$ cat src/rtl/seg7_pkg.sv
// rtl/seg7_pkg.sv - seven-segment pattern constants and state encoding
// Shared by the seven-segment encoder and the serial decoder.
package seg7_pkg;

  localparam logic [6:0] SEG7_0     = 7'b1000000;
  localparam logic [6:0] SEG7_1     = 7'b1111001;
  localparam logic [6:0] SEG7_2     = 7'b0100100;
  localparam logic [6:0] SEG7_3     = 7'b0110000;
  localparam logic [6:0] SEG7_4     = 7'b0011001;
  localparam logic [6:0] SEG7_5     = 7'b0010010;
  localparam logic [6:0] SEG7_6     = 7'b0000010;
  localparam logic [6:0] SEG7_7     = 7'b1111000;
  localparam logic [6:0] SEG7_8     = 7'b0000000;
  localparam logic [6:0] SEG7_9     = 7'b0011000;
  localparam logic [6:0] SEG7_A     = 7'b0001000;
  localparam logic [6:0] SEG7_B     = 7'b0000011;
  localparam logic [6:0] SEG7_C     = 7'b1000110;
  localparam logic [6:0] SEG7_D     = 7'b0100001;
  localparam logic [6:0] SEG7_E     = 7'b0000110;
  localparam logic [6:0] SEG7_F     = 7'b0001110;
  localparam logic [6:0] SEG7_BLANK = 7'b1111111;

  typedef enum logic {
    ST_SHIFT = 1'b0,
    ST_HOLD  = 1'b1
  } state_e;

  function automatic logic [6:0] seg7_encode(input logic [3:0] nib);
    logic [6:0] p;
    case (nib)
      4'h0: p = SEG7_0;
      4'h1: p = SEG7_1;
      4'h2: p = SEG7_2;
      4'h3: p = SEG7_3;
      4'h4: p = SEG7_4;
      4'h5: p = SEG7_5;
      4'h6: p = SEG7_6;
      4'h7: p = SEG7_7;
      4'h8: p = SEG7_8;
      4'h9: p = SEG7_9;
      4'hA: p = SEG7_A;
      4'hB: p = SEG7_B;
      4'hC: p = SEG7_C;
      4'hD: p = SEG7_D;
      4'hE: p = SEG7_E;
      default: p = SEG7_F;
    endcase
    return p;
  endfunction

endpackage

$ cat src/rtl/seg7_pattern_to_nibble.sv
// rtl/seg7_pattern_to_nibble.sv - active-low 7-seg pattern to nibble lookup
// hit_o is low for any pattern outside the hex table; nibble_o is then 0.
module seg7_pattern_to_nibble
  import seg7_pkg::*;
(
  input  logic [6:0] pattern_i,
  output logic [3:0] nibble_o,
  output logic       hit_o
);

  always_comb begin
    nibble_o = 4'h0;
    hit_o    = 1'b1;
    case (pattern_i)
      SEG7_0: nibble_o = 4'h0;
      SEG7_1: nibble_o = 4'h1;
      SEG7_2: nibble_o = 4'h2;
      SEG7_3: nibble_o = 4'h3;
      SEG7_4: nibble_o = 4'h4;
      SEG7_5: nibble_o = 4'h5;
      SEG7_6: nibble_o = 4'h6;
      SEG7_7: nibble_o = 4'h7;
      SEG7_8: nibble_o = 4'h8;
      SEG7_9: nibble_o = 4'h9;
      SEG7_A: nibble_o = 4'hA;
      SEG7_B: nibble_o = 4'hB;
      SEG7_C: nibble_o = 4'hC;
      SEG7_D: nibble_o = 4'hD;
      SEG7_E: nibble_o = 4'hE;
      SEG7_F: nibble_o = 4'hF;
      default: hit_o = 1'b0;
    endcase
  end

endmodule

$ cat src/rtl/seg7_serial_decoder.sv
// rtl/seg7_serial_decoder.sv - serial 7-seg pattern stream to word decoder
// Collects NUM_DIGITS patterns (HEX[6] first), decodes them and hands the word out on valid/ready.
module seg7_serial_decoder
  import seg7_pkg::*;
#(
  parameter int NUM_DIGITS = 2,
  parameter int SEG_W      = 7
) (
  input  logic                    clock,
  input  logic                    reset_n,
  input  logic                    ser_valid,
  output logic                    ser_ready,
  input  logic                    ser_bit,
  input  logic                    ser_sync,
  output logic                    out_valid,
  input  logic                    out_ready,
  output logic [4*NUM_DIGITS-1:0] out_data,
  output logic                    out_err
);

  localparam int DW = 4 * NUM_DIGITS;
  localparam int CW = (NUM_DIGITS > 1) ? $clog2(NUM_DIGITS) : 1;

  state_e           state_q;
  // Only SEG_W-1 bits are stored; the final bit is decoded straight off ser_bit.
  logic [SEG_W-2:0] shreg_q;
  logic [2:0]       bit_cnt_q;
  logic [CW-1:0]    digit_cnt_q;
  logic             err_q;
  logic [DW-1:0]    slots_q;
  logic [DW-1:0]    out_data_q;
  logic             out_err_q;

  logic [2:0]       bit_idx;
  logic [CW-1:0]    digit_idx;
  logic             err_base;
  logic [SEG_W-1:0] pattern;
  logic [3:0]       nibble;
  logic             hit;
  logic [DW-1:0]    slots_d;
  logic             err_d;
  logic             last_bit;
  logic             last_digit;

  seg7_pattern_to_nibble u_lookup (
    .pattern_i (pattern),
    .nibble_o  (nibble),
    .hit_o     (hit)
  );

  // A sync pulse makes the current bit position 0 of digit 0 with a clean error flag.
  always_comb begin
    bit_idx   = ser_sync ? 3'd0 : bit_cnt_q;
    digit_idx = ser_sync ? '0 : digit_cnt_q;
    err_base  = ser_sync ? 1'b0 : err_q;
    pattern   = {shreg_q, ser_bit};
    slots_d   = slots_q;
    for (int d = 0; d < NUM_DIGITS; d++) begin
      if (digit_idx == CW'(d)) begin
        slots_d[DW-1-4*d -: 4] = nibble;
      end
    end
    err_d      = err_base | ~hit;
    last_bit   = (bit_idx == 3'd6);
    last_digit = (digit_idx == CW'(NUM_DIGITS - 1));
  end

  always_ff @(posedge clock or negedge reset_n) begin
    if (!reset_n) begin
      state_q     <= ST_SHIFT;
      shreg_q     <= '0;
      bit_cnt_q   <= 3'd0;
      digit_cnt_q <= '0;
      err_q       <= 1'b0;
      slots_q     <= '0;
      out_data_q  <= '0;
      out_err_q   <= 1'b0;
    end else begin
      case (state_q)
        ST_SHIFT: begin
          if (ser_valid) begin
            shreg_q <= pattern[SEG_W-2:0];
            if (last_bit) begin
              slots_q   <= slots_d;
              bit_cnt_q <= 3'd0;
              if (last_digit) begin
                out_data_q  <= slots_d;
                out_err_q   <= err_d;
                digit_cnt_q <= '0;
                err_q       <= 1'b0;
                state_q     <= ST_HOLD;
              end else begin
                digit_cnt_q <= digit_idx + CW'(1);
                err_q       <= err_d;
              end
            end else begin
              bit_cnt_q   <= bit_idx + 3'd1;
              digit_cnt_q <= digit_idx;
              err_q       <= err_base;
            end
          end else if (ser_sync) begin
            bit_cnt_q   <= 3'd0;
            digit_cnt_q <= '0;
            err_q       <= 1'b0;
          end
        end
        ST_HOLD: begin
          if (out_ready) begin
            bit_cnt_q   <= 3'd0;
            digit_cnt_q <= '0;
            err_q       <= 1'b0;
            state_q     <= ST_SHIFT;
          end
        end
        default: state_q <= ST_SHIFT;
      endcase
    end
  end

  assign ser_ready = (state_q == ST_SHIFT);
  assign out_valid = (state_q == ST_HOLD);
  assign out_data  = out_data_q;
  assign out_err   = out_err_q;

endmodule

$ cat config.mk
export PLATFORM = sky130hd
export DESIGN_NAME = seg7_serial_decoder
export DESIGN_NICKNAME = d
export VERILOG_FILES = /design/src/rtl/seg7_pkg.sv /design/src/rtl/seg7_pattern_to_nibble.sv /design/src/rtl/seg7_serial_decoder.sv
export SDC_FILE = /design/constraint.sdc
export NUM_CORES = 1
export LEC_CHECK = 0
export BUFFER_PORTS_ARGS = -buffer_cell sky130_fd_sc_hd__buf_4
export CORE_MARGIN = 1
export CORE_UTILIZATION = 49
export CTS_BUF_LIST = sky130_fd_sc_hd__clkbuf_16
export DETAILED_ROUTE_END_ITERATION = 10
export PLACE_DENSITY = 0.68
export SYNTH_ARGS = -nofsm -noshare
export SYNTH_HDL_FRONTEND = slang
export SYNTH_SLANG_ARGS = --single-unit
$ cat constraint.sdc
create_clock -name clock -period 2.1 [get_ports clock]
set_input_delay 0.63 -clock clock [delete_from_list [all_inputs] [get_ports clock]]
set_output_delay 0.63 -clock clock [all_outputs]
set_load 0.05 [all_outputs]
# Word level (Yosys, flattened, before mapping)
# Index checks and enable logic that the tools add are counted.
# op_classes
mux,25
n_eq_ne,17
reduce_logical,5
bitwise,3
add_sub_neg,2
# op_table
cell,n
4-bit one-hot mux with 15 select lines,1
7-bit == test (second input constant),4
7-bit by 5-bit == test with 1-bit output (second input constant),3
7-bit by 6-bit == test with 1-bit output (second input constant),3
16-bit OR reduction,1
7-bit by 2-bit == test with 1-bit output (second input constant),2
7-bit by 4-bit == test with 1-bit output (second input constant),2
1-bit 2-to-1 mux,14
3-bit 2-to-1 mux,4
4-bit 2-to-1 mux,2
7-bit by 3-bit == test with 1-bit output (second input constant),1
7-bit logical NOT,1
1-bit one-hot mux with 2 select lines,3
3-bit one-hot mux with 2 select lines,1
4-bit AND reduction,1
3-bit by 1-bit adder with 3-bit output (second input constant),1
3-bit == test (second input constant),1
3-bit AND reduction,1
2-bit inequality test (second input constant),1
1-bit NOT,2
2-bit AND reduction,1
1-bit adder (second input constant),1
1-bit OR,1
# word_totals
regBits,29
word_cells,60
out_inout_bits,11
inputBits,6

# Logic depth before layout (Yosys ltp)
# depth
ltp_word,9
ltp_mapped,9
depth_no_buf,7

# Hierarchy
# Synthesis repeated with hierarchy kept, for this count alone.
# hier_totals
cells_unflattened,130
hier_area_um2,1478.9
# modules_own_cells
mod,cells_per_inst,area_each_um2,seq_area_each_um2,n_inst
seg7_serial_decoder,77,1101.1,625.6,1
seg7_pattern_to_nibble,53,377.9,0.0,1

# Least setup slack after synthesis
# Ideal clock, no wire load.
# synth_timing
kind,input port to flip-flop
start,in ser_sync
end,reg out_data_q[4] (netlist: out_data[4])
n_path_buf,2
setup_time_ps,132
cell_stages,9
required_ps,1968
slack_ps,235
arrival_time_ps,1733
path_cell_list,nand2b_1 buf_2 inv_2 ha_1 and2_1 buf_2 and3_1 a21oi_1 o31ai_1
# synth_via
elab_chain_cells,3
elab_cells_between_ends,5
classes_between,1 x eq/ne; 3 x mux; 1 x reduce/logical
# synth_lines
item,line,rtl
"start, declared",seg7_serial_decoder.sv:14,"input logic ser_sync,"
3-bit 2-to-1 mux,-,
3-bit == test,seg7_serial_decoder.sv:64,last_bit = (bit_idx == 3'd6);
4-bit AND reduction (no line),-,
"end signal, assigned",seg7_serial_decoder.sv:87,out_data_q <= slots_d;
"end, declared",seg7_serial_decoder.sv:31,logic [DW-1:0] out_data_q;
# Several ways; a longest one is shown, not always the timed one.
# A chain may end at the register's enable or synchronous reset.

# Worst setup path after layout
# layout_timing
start,reg shreg_q[4]
end,reg out_err_q (netlist: out_err)
# layout_via
elab_chain_cells,5
elab_cells_between_ends,20
classes_between,15 x eq/ne; 1 x mux; 2 x bitwise; 2 x reduce/logical
# layout_lines
item,line,rtl
"start, declared",seg7_serial_decoder.sv:26,logic [SEG_W-2:0] shreg_q;
"start signal, assigned",seg7_serial_decoder.sv:82,shreg_q <= pattern[SEG_W-2:0];
7-bit == test (tied with other cells),seg7_pattern_to_nibble.sv:14,case (pattern_i)
16-bit OR reduction (no line) (*),-,
1-bit 2-to-1 mux (*),seg7_pattern_to_nibble.sv:14,
1-bit NOT (*),seg7_serial_decoder.sv:63,err_d = err_base | ~hit;
1-bit OR (*),seg7_serial_decoder.sv:63,
"end signal, assigned",seg7_serial_decoder.sv:88,out_err_q <= err_d;
"end, declared",seg7_serial_decoder.sv:32,logic out_err_q;
# Every way passes the cells marked *; elsewhere a longest branch is shown, timed or not.

==> flow_summary.yaml <==
outcome:
  status: "complete, no violations"
clock_network:
  cts_root_buf: "clkbuf_16"
  clkLatencyLatePin_ns: 0.27
  cts_max_level: 2
  post_cts_buffers: 0
  cts_tree: "built"
  hold_buffers: 0
  clk_pin_slew_ns: 0.05
  clock_path_buffers: 2
  ctsResizeCount: 0
  cts.sinks: 29
  numCtsBuffers: 5
critical_path:
  critPathKind: "reg -> reg"
  crit_required_ns: 2.24
  endpoint_kind: "flop"
  worstPathArrival_ns: 1.94
  cp_max_fo: 12
  critPathLaunchType: "flop"
route:
  wire_per_inst_um: 14.2
  dr.first_iter.drc_count: 63
  dr.pass1.iters: 4
  antenna_left: 0
  via_count: 1370
  viasPerCell: 5.71
  wl_um: 3410
  post-route-drc-count: 0
synth:
  synth_area_leaders: "dfrtp_1 (43%), mux2_2 (6.0%), o21ai_0 (5.6%), nor2_1 (3.8%), a21oi_1 (3.2%)"
  synthesis.area_um2: 1690
  synth_top_area_share: 0.428
  ys_seq_elements: 29
  synth.most_common_cell: "dfrtp_1"
  ys_types: 52
  yosys_warnings: 0
  yosysTopAreaCell: "dfrtp_1"
  ys_seq_area_frac: 0.428
  synthArstFlopShare: 1.00
  synth_ff_type: "dfrtp_1"
  synth_edf_count: 0
  syn_nets: 184
  syn_inst: 177
  synth.top_cells.by_count: "dfrtp_1 (29), o21ai_0 (19), nor2_1 (17)"
  postSynthAreaPerCell_um2: 9.57
placement:
  io_buffer_count: 16
  placed_cell_area_um2: 1840
  gp_congestion: 0.837
  hpwl_um: 2380
timing:
  finalCritPeriodShare: 0.856
  rsz0062_at_grt: "false"
  relSlewSlack: 0.686
  clock_skew_ns: 0.00474
  fin_crit_ns: 1.80
  slew_violations: 0
  worst_pin_slew_ns: 0.471
  fmax_mhz: 556
  hold_ws_ns: 0.267
  hold_viol: 0
  setup_tns_ns: 0
  setup_viol: 0
min_path:
  hp-class: "in -> async"
power:
  power.total_mw: 1.65
  p_leak_nw: 0.884
  ir_worst_vdd_uv: 515
  power_density_nw_per_um2: 833
finish:
  antenna_cells: 0
  finish.net_count: 202
  final_area_um2: 1980
  drive_gt1_frac: 0.255
  area_growth_pct: 17.1
floorplan:
  core_um2: 3180
  die_y_um: 60.8
  dieArea_um2: 3700
  pin_count: 17
  num_rows: 20
  initial_core_util: 0.533
  fp.dieW_um: 60.8
global_routing:
  grt_pass1_wl_um: 5950
  grt-ovfl-total: 0
  grt_util_all_layers: 0.224
  grt_start_max_net_pins: 30
  antenna_found_initial: 0
  grt_pass1_vias: 1284
job:
  max_cap_violations: 0
-- critical path: stages, from the launching register on --
cell and delay (ns):
dfrtp_1 0.53, nor4b_1 0.50, a21oi_1 0.13, o32a_1 0.27, nand3_1 0.14, a31oi_1 0.09
-- power by group --
group          internal, mW  switching, mW  total, mW
combinational         0.144          0.139      0.283
sequential            0.593         0.0990      0.692
clock                 0.433          0.245      0.678
total                  1.17          0.483       1.65
-- cells by family (layout without fill, tap and decap cells) --
group                    after synthesis  in the layout  synth area share
adder cells (fa/ha/maj)                1              1           0.00738
XOR/XNOR                               4              4            0.0207
flip-flops                            29             29             0.428
AND/OR/NAND/NOR                       67             67             0.232
AO/OA/AOI/OAI                         49             49             0.182
multiplexers                          11             11            0.0716
buffers and inverters                 16             35            0.0583
-- metal layers --
layer,track usage,vias to the layer above,part of all wire
met4,0.0877,0,0.021
met3,0.0725,8,0.039
met5,0,-,0
met2,0.345,23,0.47
met1,0.294,660,0.47
li1,-,679,-
-- area by class of cell --
| cell class | count | area (um^2) |
|---|---|---|
| clock buffers | 5 | 125 |
| clock inverters | 3 | 17.5 |
| fillers | 273 | 1190 |
| inverters | 3 | 11.3 |
| multi-input cells | 132 | 870 |
| flip-flops and latches | 29 | 726 |
| well taps | 44 | 55.1 |
| repair buffers | 24 | 180 |
-- sequential cells by signal, summed over array words and instances, names as in the netlist --
register,flops
out_data,8
slots_q,8
shreg_q,6
bit_cnt_q,3
digit_cnt_q,1
err_q,1
out_err,1
out_valid,1
-- through the flow --
step | std cells | utilization | setup slack, ns
floorplan | 177 | - | 0.235
global placement | 232 | 0.580 | 0.147
detailed placement | 232 | 0.580 | 0.0826
CTS | 240 | 0.624 | 0.350
global route | 240 | 0.624 | 0.164
finish | 240 | 0.624 | 0.302
-- cells in the final DEF, fill, tap and decap left out, types with 4 or more instances in the layout --
cell type and instances:
o21ai_0 19, mux2_2 9, nand2_1 14, nand4_1 4, and3_1 4, buf_4 24
nor2_1 17, xnor2_1 4, nand3_1 5, a21oi_1 11, clkbuf_16 5, dfrtp_1 29
-- path summary, 6_finish.rpt --
path / startpoint / to / slack, ns / cells past startpoint
worst min-delay path: reset_n / slots_q[4]$_DFFE_PN0P_ / 0.27 / 1
max in group asynchronous: reset_n / shreg_q[3]$_DFFE_PN0P_ / 1.56 / 1
worst max-delay path: shreg_q[4]$_DFFE_PN0P_ / out_err$_DFFE_PN0P_ / 0.30 / 5
worst min register to register: slots_q[0]$_DFFE_PN0P_ / slots_q[0]$_DFFE_PN0P_ / 0.48 / 2
min in group clock: slots_q[0]$_DFFE_PN0P_ / slots_q[0]$_DFFE_PN0P_ / 0.48 / 2
worst max register to register: shreg_q[4]$_DFFE_PN0P_ / out_err$_DFFE_PN0P_ / 0.30 / 5
Note: power is estimated with default switching activity, not from simulation.
